[config.mk]
export PLATFORM = sky130hd
export DESIGN_NAME = prim_filter_ctr_multi_flat
export DESIGN_NICKNAME = d
export VERILOG_FILES = /design/src/rtl/prim_filter_ctr_multi_pkg.sv /design/src/rtl/prim_filter_ctr_multi_if.sv /design/src/rtl/prim_filter_ctr_multi_chan.sv /design/src/rtl/prim_filter_ctr_multi.sv /design/src/flat_wrapper.sv
export SDC_FILE = /design/constraint.sdc
export NUM_CORES = 1
export LEC_CHECK = 0
export BUFFER_PORTS_ARGS = -buffer_cell sky130_fd_sc_hd__buf_2
export CAP_MARGIN = 20
export CORE_MARGIN = 3
export CORE_UTILIZATION = 61
export DETAILED_ROUTE_END_ITERATION = 6
export GPL_TIMING_DRIVEN = 0
export PLACE_DENSITY = 0.81
export RECOVER_POWER = 50
export SYNTH_ARGS = -nofsm -noshare
export SYNTH_HDL_FRONTEND = slang
export SYNTH_SLANG_ARGS = --single-unit
[constraint.sdc]
create_clock -name clk_i -period 3.9 [get_ports clk_i]
set_input_delay 0.585 -clock clk_i [delete_from_list [all_inputs] [get_ports clk_i]]
set_output_delay 0.585 -clock clk_i [all_outputs]
set_load 0.005 [all_outputs]
[src/rtl/prim_filter_ctr_multi_pkg.sv]
// Shared constants and helpers for the counter-based debounce filter.
//   CntWidthDefault : default width of the per-channel stability counter
//   SatWidth        : width of the generic saturating-increment helper
//   sat_inc()       : increment that sticks at the all-ones value of a given width
package prim_filter_pkg;

  localparam int unsigned CntWidthDefault = 16;
  localparam int unsigned SatWidth        = 32;

  // Saturating increment; counter widths above SatWidth are not supported.
  function automatic logic [SatWidth-1:0] sat_inc(input logic [SatWidth-1:0] cnt,
                                                  input int unsigned         width);
    logic [SatWidth-1:0] max_val;
    if (width >= SatWidth) begin
      max_val = '1;
    end else begin
      max_val = (SatWidth'(1) << width) - SatWidth'(1);
    end
    return (cnt >= max_val) ? max_val : cnt + SatWidth'(1);
  endfunction

endpackage

[src/rtl/prim_filter_ctr_multi_if.sv]
// Bus bundle for the multi-channel filter.
//   clr_i    : synchronous clear of all channels
//   thresh_i : shared stability threshold
//   en_i     : per-channel enable (0 = raw bypass)
//   filter_i : raw synchronised inputs
//   filter_o : filtered (or bypassed) outputs
//   rise_o   : one-cycle rising-edge events
//   fall_o   : one-cycle falling-edge events
interface prim_filter_ctr_multi_if #(
  parameter int unsigned NumChans = 4,
  parameter int unsigned CntWidth = 16
);

  logic                clr_i;
  logic [CntWidth-1:0] thresh_i;
  logic [NumChans-1:0] en_i;
  logic [NumChans-1:0] filter_i;
  logic [NumChans-1:0] filter_o;
  logic [NumChans-1:0] rise_o;
  logic [NumChans-1:0] fall_o;

  modport master (
    output clr_i, thresh_i, en_i, filter_i,
    input  filter_o, rise_o, fall_o
  );

  modport slave (
    input  clr_i, thresh_i, en_i, filter_i,
    output filter_o, rise_o, fall_o
  );

endinterface

[src/rtl/prim_filter_ctr_multi_chan.sv]
// One debounce channel: input sample, stability counter, stored level and
// previous stored level for edge events.
//   clk_i, rst_i       : clock, synchronous active-high reset
//   clr_i              : synchronous clear, same effect as reset
//   thresh_i           : stability threshold (live)
//   en_i               : 1 = filtered output, 0 = raw bypass
//   filter_i           : raw input
//   filter_o           : filtered or bypassed output
//   rise_o, fall_o     : edge events on the stored level, gated by en_i
module prim_filter_ctr_chan
  import prim_filter_pkg::*;
#(
  parameter int unsigned CntWidth   = CntWidthDefault,
  parameter logic        ResetValue = 1'b0
) (
  input  logic                clk_i,
  input  logic                rst_i,
  input  logic                clr_i,
  input  logic [CntWidth-1:0] thresh_i,
  input  logic                en_i,
  input  logic                filter_i,
  output logic                filter_o,
  output logic                rise_o,
  output logic                fall_o
);

  logic                sample_q;
  logic                stored_q;
  logic                stored_d;
  logic                prev_q;
  logic [CntWidth-1:0] cnt_q;
  logic [CntWidth-1:0] cnt_d;

  // Count consecutive matching samples; any mismatch restarts qualification.
  always_comb begin
    cnt_d    = '0;
    stored_d = stored_q;
    if (filter_i == sample_q) begin
      cnt_d = CntWidth'(sat_inc(SatWidth'(cnt_q), CntWidth));
    end
    if (cnt_d >= thresh_i) begin
      stored_d = filter_i;
    end
  end

  // Filter state runs regardless of en_i so re-enabling needs no re-qualification.
  always_ff @(posedge clk_i) begin
    if (rst_i || clr_i) begin
      sample_q <= ResetValue;
      stored_q <= ResetValue;
      prev_q   <= ResetValue;
      cnt_q    <= '0;
    end else begin
      sample_q <= filter_i;
      stored_q <= stored_d;
      prev_q   <= stored_q;
      cnt_q    <= cnt_d;
    end
  end

  assign filter_o = en_i ? stored_q : filter_i;
  assign rise_o   = en_i &  stored_q & ~prev_q;
  assign fall_o   = en_i & ~stored_q &  prev_q;

endmodule

[src/rtl/prim_filter_ctr_multi.sv]
// Multi-channel counter-based debounce/glitch filter with bypass, clear and
// rise/fall events.
//   clk_i : clock
//   rst_i : synchronous active-high reset
//   bus   : slave side of prim_filter_ctr_multi_if (clear, threshold, enables,
//           raw inputs, filtered outputs and edge events)
module prim_filter_ctr_multi
  import prim_filter_pkg::*;
#(
  parameter int unsigned NumChans   = 4,
  parameter int unsigned CntWidth   = CntWidthDefault,
  parameter logic        ResetValue = 1'b0
) (
  input logic                     clk_i,
  input logic                     rst_i,
  prim_filter_ctr_multi_if.slave  bus
);

  logic [NumChans-1:0] filt;
  logic [NumChans-1:0] rise;
  logic [NumChans-1:0] fall;

  // Independent channels sharing clear and threshold.
  for (genvar k = 0; k < NumChans; k++) begin : g_chan
    prim_filter_ctr_chan #(
      .CntWidth   (CntWidth),
      .ResetValue (ResetValue)
    ) u_chan (
      .clk_i    (clk_i),
      .rst_i    (rst_i),
      .clr_i    (bus.clr_i),
      .thresh_i (bus.thresh_i),
      .en_i     (bus.en_i[k]),
      .filter_i (bus.filter_i[k]),
      .filter_o (filt[k]),
      .rise_o   (rise[k]),
      .fall_o   (fall[k])
    );
  end

  assign bus.filter_o = filt;
  assign bus.rise_o   = rise;
  assign bus.fall_o   = fall;

endmodule

[src/flat_wrapper.sv]
// flat-port wrapper written by rule: the top's interface ports become plain ports
module prim_filter_ctr_multi_flat import prim_filter_pkg::*;
#(
  parameter int unsigned NumChans   = 4,
  parameter int unsigned CntWidth   = CntWidthDefault,
  parameter logic        ResetValue = 1'b0
)
  (clk_i, rst_i, bus_clr_i, bus_thresh_i, bus_en_i, bus_filter_i, bus_filter_o, bus_rise_o, bus_fall_o);
  prim_filter_ctr_multi_if #(.NumChans(NumChans), .CntWidth(CntWidth)) bus_i ();
  input logic clk_i;
  input logic rst_i;
  input wire logic [$bits(bus_i.clr_i)-1:0] bus_clr_i;
  input wire logic [$bits(bus_i.thresh_i)-1:0] bus_thresh_i;
  input wire logic [$bits(bus_i.en_i)-1:0] bus_en_i;
  input wire logic [$bits(bus_i.filter_i)-1:0] bus_filter_i;
  output wire logic [$bits(bus_i.filter_o)-1:0] bus_filter_o;
  output wire logic [$bits(bus_i.rise_o)-1:0] bus_rise_o;
  output wire logic [$bits(bus_i.fall_o)-1:0] bus_fall_o;
  assign bus_i.clr_i = bus_clr_i;
  assign bus_i.thresh_i = bus_thresh_i;
  assign bus_i.en_i = bus_en_i;
  assign bus_i.filter_i = bus_filter_i;
  assign bus_filter_o = bus_i.filter_o;
  assign bus_rise_o = bus_i.rise_o;
  assign bus_fall_o = bus_i.fall_o;
  prim_filter_ctr_multi #(.NumChans(NumChans), .CntWidth(CntWidth), .ResetValue(ResetValue)) u_core (.clk_i(clk_i), .rst_i(rst_i), .bus(bus_i));
endmodule
======== Yosys cells after proc, flatten, opt, wreduce, memory -nomap -nowiden ========
Index checks and enable logic that the tools add are counted.
word-level totals
  register bits after elaboration ......... 76
  bits of input ports ..................... 27
  output and inout bits ................... 12
  logic and storage cells ................. 73
cells by class
  add/subtract/negate cells ............... 4
  order comparisons ....................... 8
  equal/unequal tests ..................... 4
  muxes and demuxes ....................... 16
  bitwise gates (word level) .............. 24
  reductions and logical operators ........ 1
operators with widths
  operator                 count
  $ge A16 B32 Y1           4
  $mux W16                 8
  $mux W32                 4
  $add A16 B1 Y16 const B  4
  $ge A16 B16 Y1           4
  $and A1 B1 Y1            16
  $not A1 Y1               8
  $eq A1 B1 Y1             4
  $mux W1                  4
  $logic_or A1 B1 Y1       1

======== Longest topological paths before layout ========
  depth in word-level cells ............... 6
  mapped depth ............................ 13
  gate-level depth less buffers ........... 12

======== Cells and area by module ========
Synthesis repeated with hierarchy kept, for this count alone.
second synthesis, totals
  cell total of the unflattened synthesis .. 684
  area total of the unflattened synthesis .. 5487.8 um^2
by module, submodules not included
  module                                               times used  cells each  area each (um^2)
  prim_filter_ctr_chan at u_core.g_chan[1].u_chan ...  2           171         1371.3
  prim_filter_ctr_chan at u_core.g_chan[2].u_chan      1           171         1390.1
  prim_filter_ctr_chan at u_core.g_chan[0].u_chan      1           171         1355.0

======== Worst setup path before layout ========
Ideal clock, no wire load.
  path kind ............................... flip-flop to flip-flop
  start ................................... reg u_core.g_chan[3].u_chan.cnt_q[0]
  end ..................................... reg u_core.g_chan[3].u_chan.stored_q
  setup time .............................. 121 ps
  arrival ................................. 3045 ps
  required time ........................... 3779 ps
  setup slack ............................. 734 ps
  stages on the path, launching flop included .. 13
  period minus slack after synthesis ...... 3166 ps
  path through ............................ dfxtp_1 ha_1 clkbuf_1 nand4_1 or2_2 clkbuf_1 a21o_1 ha_1 nand2b_1 a2111oi_0 a2111oi_0 nor4_1 mux2_2
between the ends
  longest elaborated chain between the ends .. 4
  elaborated cells between the ends (all ways) .. 5
  classes of those cells .................. add/sub (1); order compare (2); mux (2)
ends and longest elaborated chain
  what                                                      RTL line                          RTL
  start, declared                                           prim_filter_ctr_multi_chan.sv:31  logic [CntWidth-1:0] cnt_q;
  start signal, assigned                                    prim_filter_ctr_multi_chan.sv:57  cnt_q <= cnt_d;
  $ge A16 B32 Y1 / $add A16 B1 Y16 (equally long branches)  prim_filter_ctr_multi_pkg.sv:19   return (cnt >= max_val) ? max_val : cnt + SatWidth'(1);
  $mux W16 *                                                prim_filter_ctr_multi_pkg.sv:19
  $mux W16 *                                                prim_filter_ctr_multi_chan.sv:38  if (filter_i == sample_q) begin
  $ge A16 B16 Y1 *                                          prim_filter_ctr_multi_chan.sv:41  if (cnt_d >= thresh_i) begin
  end signal, assigned                                      prim_filter_ctr_multi_chan.sv:50  stored_q <= ResetValue;
  end signal, assigned                                      prim_filter_ctr_multi_chan.sv:55  stored_q <= stored_d;
  end, declared                                             prim_filter_ctr_multi_chan.sv:28  logic stored_q;
Every way passes the cells marked *; elsewhere a longest branch is shown, timed or not.
A chain may end at the register's enable or synchronous reset.

======== Worst setup path after layout ========
Ends and elaborated chain as after synthesis.

==> results.ini <==
[placed_design]
gp_congestion = 0.9556
dp_hpwl_um = 9663
io_buffers = 38

[global_route]
overflow = 0
grt_max_degree = 13
antenna_found_initial = 0
grt_pass1_wl_um = 20980
grt_pass1_vias = 4635
grtUsageTotal_pct = 26.55

[floorplan]
io_pins = 39
die_w_um = 98.24
dieArea_um2 = 9651
rows = 33
coreArea_um2 = 8258
die_y_um = 98.24
start_util_pct = 62.85

[finish]
nFillCells = 710
final_layout_size_suffix_gt1_share_pct = 11.25
synthToLayoutAreaGrowth_pct = 10.44
seq_area_um2 = 1521
antennaDiodeCount = 0
final_nets = 792
multiInputGateArea_um2 = 3387

[logic_synthesis]
synth_nets = 744
seq_area_frac_synth_pct = 29.32
synth_area_um2 = 5190
synth-seq-cells = 76
syn_area_per_cell_um2 = 7.997
yosysWarnings = 0
synth_cell_types = 41
synthCells = 649

[power]
p_leak_nw = 2.400
p_per_area_nw_per_um2 = 281.5
peakVddDrop_mv = 0.1669
design_power_total_mw = 1.613

[timing]
setup_viol = 0
worst_pin_slew_ns = 0.9641
setup_tns_ns = 0
relSlewSlack_pct = 35.49
period_minus_slack_ns = 3.514
fin_skew_ns = 0.007842
rsz0062_at_grt = false
hold_violations = 0
min_period_over_period_pct = 90.11
fmax_mhz = 284.6
slew_viol_final = 0

[critical_path]
cp-end-kind = flop
required_ns = 4.15
cp.buffers_inverters = 1
path_class = flop to flop
path_cells = ha_1 > nand4_1 > or2_2 > clkbuf_1 > a21o_1 > ha_1 > nand2b_1 > a2111oi_0 > a2111oi_0 > nor4_1 > mux2_2
slowest_stage = a2111oi_0
cp_max_fo = 9
critPathArrivalTime_ns = 3.77
critPathLaunchType = flop
cp_top_family = simple AND/OR/NAND/NOR gates
slowest_delay_ns = 0.40

[route]
vias_per_cell = 5.866
drtIter0Drc = 140
route.detailed.drc = 0
ant_nets = 0
routed_wl_um = 12400
firstDrtPassIters = 5
via_count = 4734
wl_per_cell_um = 15.36

[run_status]
outcome = complete, no violations

[run]
maxCapViolCount = 0

[worst_hold_path]
hp-class = input pin to flop

[clocking]
cts_setup_buffers = 0
cts_resized = 0
cts_buffer_depth = 2
cts_htree_levels = 3
clockRootBuffer = clkbuf_8
cts_tree = yes
cts.reportedPaths.clkPinSlew_ns = 0.08
cts_made_buffers = 9
clock-sinks = 76
cts_hold_buf = 0
clk-insertion-delay-late_ns = 0.36

-- cells in the final DEF (no fill, tap or decap), types with 12 or more instances in the layout --
| cell type | netlist | layout |
|---|---|---|
| nand4_1 | 23 | 23 |
| xnor2_1 | 23 | 23 |
| buf_2 | 6 | 35 |
| clkbuf_8 | 0 | 12 |
| mux2i_1 | 13 | 13 |
| ha_1 | 68 | 68 |
| a21oi_1 | 83 | 83 |
| dfxtp_1 | 76 | 76 |
| nand2_1 | 39 | 39 |
| nor2_1 | 96 | 96 |
| nand2b_1 | 12 | 12 |
| xor2_1 | 15 | 15 |
| inv_1 | 28 | 28 |
| clkbuf_1 | 13 | 21 |
| a21o_1 | 12 | 12 |
| o21ai_0 | 18 | 18 |
| nand3_1 | 30 | 30 |
-- stage by stage --
stage               cell area [um2]  setup WS [ns]  hold WS, ns  cells  utilization [%]
floorplan                      5190         0.7341       0.4465    649                -
global placement               5512         0.3474       0.4624    792            66.74
detailed placement             5512         0.3159       0.4723    792            66.74
CTS                            5747         0.2839       0.4785    808            69.59
global route                   5732        0.04182       0.5056    807            69.41
finish                         5732         0.3857       0.4835    807            69.41
-- worst paths after layout --
check	start	end	slack, ns	cells after the start
max	u_core.g_chan[3].u_chan.cnt_q[0]$_SDFF_PP0_	u_core.g_chan[3].u_chan.stored_q$_SDFFE_PP0P_	0.39	11
min	bus_filter_i[0]	u_core.g_chan[0].u_chan.sample_q$_SDFF_PP0_	0.48	3
max reg2reg	u_core.g_chan[3].u_chan.cnt_q[0]$_SDFF_PP0_	u_core.g_chan[3].u_chan.stored_q$_SDFFE_PP0P_	0.39	11
min reg2reg	u_core.g_chan[3].u_chan.cnt_q[0]$_SDFF_PP0_	u_core.g_chan[3].u_chan.cnt_q[0]$_SDFF_PP0_	0.49	1
-- worst register-to-register path, stage by stage (launching register included) --
cell	delay, ns
dfxtp_1	0.38
ha_1	0.39
nand4_1	0.26
or2_2	0.35
clkbuf_1	0.20
a21o_1	0.22
ha_1	0.25
nand2b_1	0.13
a2111oi_0	0.40
a2111oi_0	0.13
nor4_1	0.32
mux2_2	0.37
-- cells in the mapped netlist --
| master | instances | area, um2 |
|---|---|---|
| a311oi_1 | 2 | 17.52 |
| mux2i_1 | 13 | 130.1 |
| nand3b_1 | 1 | 7.510 |
| nand4_1 | 23 | 143.9 |
| ha_1 | 68 | 850.8 |
| mux2_2 | 5 | 56.30 |
| or2_0 | 4 | 25.02 |
| or4b_1 | 2 | 20.02 |
| and3b_1 | 1 | 8.760 |
| nor3_1 | 10 | 50.05 |
| nor4_1 | 8 | 50.05 |
| xor2_1 | 15 | 131.4 |
| xnor2_1 | 23 | 201.4 |
| or2_1 | 1 | 6.260 |
| nand3_1 | 30 | 150.1 |
| clkbuf_1 | 13 | 48.80 |
| nor2b_1 | 1 | 6.260 |
| o211ai_1 | 1 | 7.510 |
| and4_1 | 5 | 43.79 |
| a21oi_1 | 83 | 415.4 |
| and4_4 | 1 | 11.26 |
| or2_2 | 3 | 18.77 |
| and3_1 | 7 | 43.79 |
| a31o_2 | 1 | 8.760 |
| and2_1 | 9 | 56.30 |
| nand2_1 | 39 | 146.4 |
| nor4_2 | 1 | 12.51 |
| a31oi_1 | 3 | 18.77 |
| nand2b_1 | 12 | 75.07 |
| buf_2 | 6 | 30.03 |
| nor2_1 | 96 | 360.4 |
| a2111oi_0 | 8 | 70.07 |
| o21ai_0 | 18 | 90.09 |
| mux2_4 | 1 | 15.01 |
| nand3_2 | 3 | 30.03 |
| inv_1 | 28 | 105.1 |
| a21o_1 | 12 | 90.09 |
| dfxtp_1 | 76 | 1521 |
| buf_4 | 13 | 97.59 |
| o21ai_1 | 1 | 5.000 |
| or3_1 | 2 | 12.51 |
-- cells by family after synthesis --
kind of cell	count (synthesis)	share of synthesized area, %
adders and majority gates	68	16.39
and+or+nand+nor	259	24.64
AOI/OAI and AO/OA	129	13.93
buffers and inverters	60	5.424
xor gates and xnor gates	38	6.413
DFF	76	29.32
muxes	19	3.881
-- power by group --
group / switching, mW / total (mW) / internal, mW / leakage (nW)
sequential: 0.00341 / 0.783 / 0.780 / 0.613
combinational: 0.0879 / 0.136 / 0.0478 / 1.66
clock: 0.284 / 0.695 / 0.410 / 0.122
-- per-layer routing --
layer | global-route usage, % | vias up | wire [um]
li1 | - | 2383 | -
met1 | 34.38 | 2216 | 5693
met2 | 44.45 | 114 | 5923
met3 | 4.929 | 21 | 591
met4 | 9.244 | 0 | 189
met5 | 0 | - | 0
-- cell type report --
| class | instances | area share [%] |
|---|---|---|
| Clock inverter | 4 | 1.222 |
| Timing Repair Buffer | 38 | 3.187 |
| Sequential cell | 76 | 26.54 |
| Inverter | 28 | 1.834 |
| Buffer | 31 | 2.947 |
| Multi-Input combinational cell | 513 | 59.09 |
| Tap cell | 105 | 2.292 |
| Clock buffer | 12 | 2.881 |
-- flip-flops by register name, summed over array words and instances, names as in the netlist --
name	cells
u_core.g_chan.u_chan.cnt_q	64
u_core.g_chan.u_chan.prev_q	4
u_core.g_chan.u_chan.sample_q	4
u_core.g_chan.u_chan.stored_q	4
(Power assumes the default switching activity.)
